$ cat src/rtl/char_map_if.sv
// rtl/char_map_if.sv - raster position in, tile/font RAM addresses and data, overlay mask out
interface char_map_if;
  logic [9:0]  hcnt;
  logic [9:0]  vcnt;
  logic [7:0]  chmap_data_out;
  logic [7:0]  chrom_data_out;
  logic [11:0] chram_addr;
  logic [11:0] chrom_addr;
  logic        a;

  modport master (
    output hcnt, vcnt, chmap_data_out, chrom_data_out,
    input  chram_addr, chrom_addr, a
  );

  modport slave (
    input  hcnt, vcnt, chmap_data_out, chrom_data_out,
    output chram_addr, chrom_addr, a
  );
endinterface

$ cat src/rtl/char_map.sv
// rtl/char_map.sv - 32x32 character-cell overlay: tile fetch, font fetch, 1-bit pixel mask
module char_map #(
  parameter int H_ACTIVE = 256,
  parameter int V_ACTIVE = 256
) (
  input  logic       clk,
  input  logic       reset,
  char_map_if.slave  bus
);
  logic       in_win;
  logic [2:0] hcnt_d1;
  logic [2:0] vcnt_d1;
  logic       win_d1;
  logic [2:0] hcnt_d2;
  logic       win_d2;

  assign in_win = (bus.hcnt < 10'(H_ACTIVE)) && (bus.vcnt < 10'(V_ACTIVE));

  // Tile RAM address tracks the counters directly; the RAM supplies the one-clock delay.
  assign bus.chram_addr = {2'b00, bus.vcnt[7:3], bus.hcnt[7:3]};

  always_ff @(posedge clk) begin
    if (reset) begin
      hcnt_d1 <= 3'd0;
      vcnt_d1 <= 3'd0;
      win_d1  <= 1'b0;
      hcnt_d2 <= 3'd0;
      win_d2  <= 1'b0;
    end else begin
      hcnt_d1 <= bus.hcnt[2:0];
      vcnt_d1 <= bus.vcnt[2:0];
      win_d1  <= in_win;
      hcnt_d2 <= hcnt_d1;
      win_d2  <= win_d1;
    end
  end

  assign bus.chrom_addr = {1'b0, bus.chmap_data_out, vcnt_d1};

  // Font bit 7 is the leftmost pixel of the cell.
  assign bus.a = win_d2 & bus.chrom_data_out[3'd7 - hcnt_d2];
endmodule

$ cat src/flat_wrapper.sv
// flat-port wrapper written by rule: the top's interface ports become plain ports
module char_map_flat 
#(
  parameter int H_ACTIVE = 256,
  parameter int V_ACTIVE = 256
)
  (clk, reset, bus_hcnt, bus_vcnt, bus_chmap_data_out, bus_chrom_data_out, bus_chram_addr, bus_chrom_addr, bus_a);
  char_map_if bus_i ();
  input  logic clk;
  input  logic reset;
  input wire logic [$bits(bus_i.hcnt)-1:0] bus_hcnt;
  input wire logic [$bits(bus_i.vcnt)-1:0] bus_vcnt;
  input wire logic [$bits(bus_i.chmap_data_out)-1:0] bus_chmap_data_out;
  input wire logic [$bits(bus_i.chrom_data_out)-1:0] bus_chrom_data_out;
  output wire logic [$bits(bus_i.chram_addr)-1:0] bus_chram_addr;
  output wire logic [$bits(bus_i.chrom_addr)-1:0] bus_chrom_addr;
  output wire logic [$bits(bus_i.a)-1:0] bus_a;
  assign bus_i.hcnt = bus_hcnt;
  assign bus_i.vcnt = bus_vcnt;
  assign bus_i.chmap_data_out = bus_chmap_data_out;
  assign bus_i.chrom_data_out = bus_chrom_data_out;
  assign bus_chram_addr = bus_i.chram_addr;
  assign bus_chrom_addr = bus_i.chrom_addr;
  assign bus_a = bus_i.a;
  char_map #(.H_ACTIVE(H_ACTIVE), .V_ACTIVE(V_ACTIVE)) u_core (.clk(clk), .reset(reset), .bus(bus_i));
endmodule
$ cat config.mk
export PLATFORM = sky130hd
export DESIGN_NAME = char_map_flat
export DESIGN_NICKNAME = d
export VERILOG_FILES = /design/src/rtl/char_map_if.sv /design/src/rtl/char_map.sv /design/src/flat_wrapper.sv
export SDC_FILE = /design/constraint.sdc
export NUM_CORES = 1
export LEC_CHECK = 0
export BUFFER_PORTS_ARGS = -buffer_cell sky130_fd_sc_hd__buf_4
export CORE_MARGIN = 2
export CORE_UTILIZATION = 31
export DETAILED_ROUTE_END_ITERATION = 16
export PLACE_DENSITY = 0.72
export REMOVE_ABC_BUFFERS = 1
export SYNTH_ARGS = -nofsm -noshare
export SYNTH_HDL_FRONTEND = slang
export SYNTH_SLANG_ARGS = --single-unit
$ cat constraint.sdc
create_clock -name clk -period 1.7 [get_ports clk]
set_clock_uncertainty 0.05 [all_clocks]
set_input_delay 0.34 -clock clk [delete_from_list [all_inputs] [get_ports clk]]
set_output_delay 0.34 -clock clk [all_outputs]
set_load 0.01 [all_outputs]
==> results.py <==
metrics = {
    "floorplan": {
        "die-area_mm2": 0.00206,
        "die_x_um": 45.4,
        "coreArea_mm2": 0.00156,
        "io_pins": 63,
        "num_rows": 14,
        "start_util_pct": 34.0,
        "die_h_um": 45.4,
    },
    "synth": {
        "yosys_warnings": 0,
        "syn_inst": 53,
        "synth.avg_cell_area_um2": 10.0,
        "synth_area_um2": 531,
        "synth_seq_cells": 11,
        "yosysTopAreaCell": "dfxtp_1",
        "synth_area_leaders": "dfxtp_1 42%, buf_4 30%, nor2b_1 12%",
        "yosysTopAreaCellShare_pct": 41.5,
        "synth-seq-area-share_pct": 41.5,
        "synth_cell_types": 13,
    },
    "global_routing": {
        "globalRouteOverflowTotal": 0,
        "grt_start_max_net_pins": 12,
        "grt_pass1_vias": 324,
        "grt_pass1_wl_um": 1470,
        "antenna_found_initial": 0,
        "track_usage_pct": 11.4,
    },
    "routing": {
        "vias": 341,
        "drtIter0Drc": 3,
        "antenna_left": 0,
        "post_drt_wl_per_cell_um": 14.2,
        "via_per_inst": 4.43,
        "drc": 0,
        "drt_wl_total_um": 1100,
        "first_pass_iters": 4,
    },
    "sta": {
        "rsz0062_at_grt": "true",
        "hold_violations": 0,
        "fin_ws_ns": -0.0908,
        "fin_crit_ns": 1.79,
        "finalMaxSlewViolations": 0,
        "max_freq_ghz": 0.558,
        "setup_viol": 1,
        "period_share_pct": 105,
    },
    "status": {
        "status": "finished with violations",
        "violations": "negative setup slack",
    },
    "clock_tree": {
        "cts_buffers": 3,
        "cts_tree": "done",
        "clk_pin_slew_ns": 0.07,
        "clockRootBuffer": "clkbuf_4",
        "cts.sink_count": 11,
        "h-tree-depth": 1,
        "insertion_delay_ns": 0.26,
        "clock_tree.buffer_depth": 2,
    },
    "layout": {
        "syn_to_final_growth_pct": 13.4,
        "utilization_pct": 38.6,
        "num_antenna_cells": 0,
        "drive_above_1_share_pct": 50.8,
        "final_common_cell": "buf_4",
        "nFillCells": 165,
        "layout.nets": 100,
        "fin_area_um2": 602,
        "instances_no_fill": 77,
        "final_cell_mix": "24 x buf_4, 10 x nor2b_1, 9 x dfxtp_1",
    },
    "worst_setup_path": {
        "startpoint_type": "flop",
        "worstPathRequired_ns": 1.31,
        "path_max_fanout": 2,
        "worstSetupPathType": "flop to primary output",
        "crit_arrival_ns": 1.40,
        "cp-end-kind": "primary output",
    },
    "power_and_ir_drop": {
        "peakVddDrop_v": 0.000505,
        "power_density_mw_per_mm2": 842,
        "p_leak_nw": 0.277,
    },
    "placement": {
        "io_buffers": 23,
        "dpl_cell_area_um2": 569,
        "dpl.cell_count": 72,
        "gp_congestion": 0.566,
    },
    "worst_hold_path": {
        "hold_path_class": "input pin to flop",
    },
    "flow_run": {
        "maxCapViolCount": 0,
    },
}
==> layout make-up <==
type | instances | area (um^2) | area share [%]
multi-input combinational | 21 | 149 | 24.7
tap | 16 | 20.0 | 3.33
timing repair buffer | 24 | 180 | 29.9
clock buffer | 4 | 26.3 | 4.37
sequential | 11 | 223 | 37.0
inverter | 1 | 3.75 | 0.624
==> layer usage <==
layer / share of wire [%] / global-route usage (%) / vias to the layer above / wire length [um]
met5: 0 / 0 / - / 0
met4: 0 / 1.76 / 0 / 0
met3: 26 / 18.3 / 0 / 290
met2: 37 / 13.1 / 44 / 407
met1: 36 / 10.6 / 137 / 397
li1: - / - / 160 / -
==> report_power, final <==
group,switching (W),internal [W]
registers,0.00000393,0.000269
clock network,0.0000794,0.0000907
logic,0.0000191,0.0000443
==> final timing paths <==
| check | depth (start not counted) | slack [ns] | startpoint | to |
|---|---|---|---|---|
| setup / recovery | 4 | -0.09 | u_core.hcnt_d2[0] | bus_a |
| hold / removal | 2 | 0.18 | bus_hcnt[8] | u_core.win_d1 |
| setup reg to reg | 1 | 1.14 | u_core.hcnt_d1[2] | u_core.hcnt_d2[2] |
| hold reg to reg | 1 | 0.38 | u_core.win_d1 | u_core.win_d2 |
==> sequential cells by signal, indices dropped and copies added, names as in the netlist <==
name and count:
u_core.hcnt_d1 3, u_core.hcnt_d2 3, u_core.vcnt_d1 3, u_core.win_d1 1
u_core.win_d2 1
==> cells in the mapped netlist, drive strengths merged <==
library cell / instances
a311oi: 1
buf: 21
clkbuf: 1
conb: 1
dfxtp: 11
inv: 1
mux2: 1
mux2i: 1
mux4: 1
nor2: 2
nor2b: 10
o31ai: 1
or4: 1
==> through the flow <==
step	hold slack (ns)	total power, W	worst slack, ns	setup TNS, ns
final	0.176	0.000507	-0.0908	-0.0908
after global placement	0.372	0.000339	0.0829	0
after floorplan	0.362	0.000298	0.279	0
after CTS	0.167	0.000517	-0.110	-0.110
after global routing	0.167	0.000537	-0.158	-0.158
after detailed placement	0.374	0.000341	0.0481	0
==> worst max-delay path, stage by stage (launching register included) <==
cell and delay (ns):
dfxtp_2 0.34, mux4_2 0.50, nor2_1 0.10, a311oi_1 0.05
buf_4 0.15
==> cell families (layout without fill, tap and decap cells) <==
logic type,after synthesis,count (layout),share of synthesized area (%)
other cells,1,3,0.707
flops,11,11,41.5
compound gates,2,2,3.07
mux,3,3,8.96
buf+inv,23,29,31.1
simple gates,13,13,14.6
==> what timing repair did <==
item,in CTS,in global routing
buffers inserted,1,0
setup endpoints to repair,1,1
gates resized for setup,3,0
endpoints found under the hold margin,0,0
hold buffers,0,0
No activity file was read; power rests on OpenSTA's default activity.
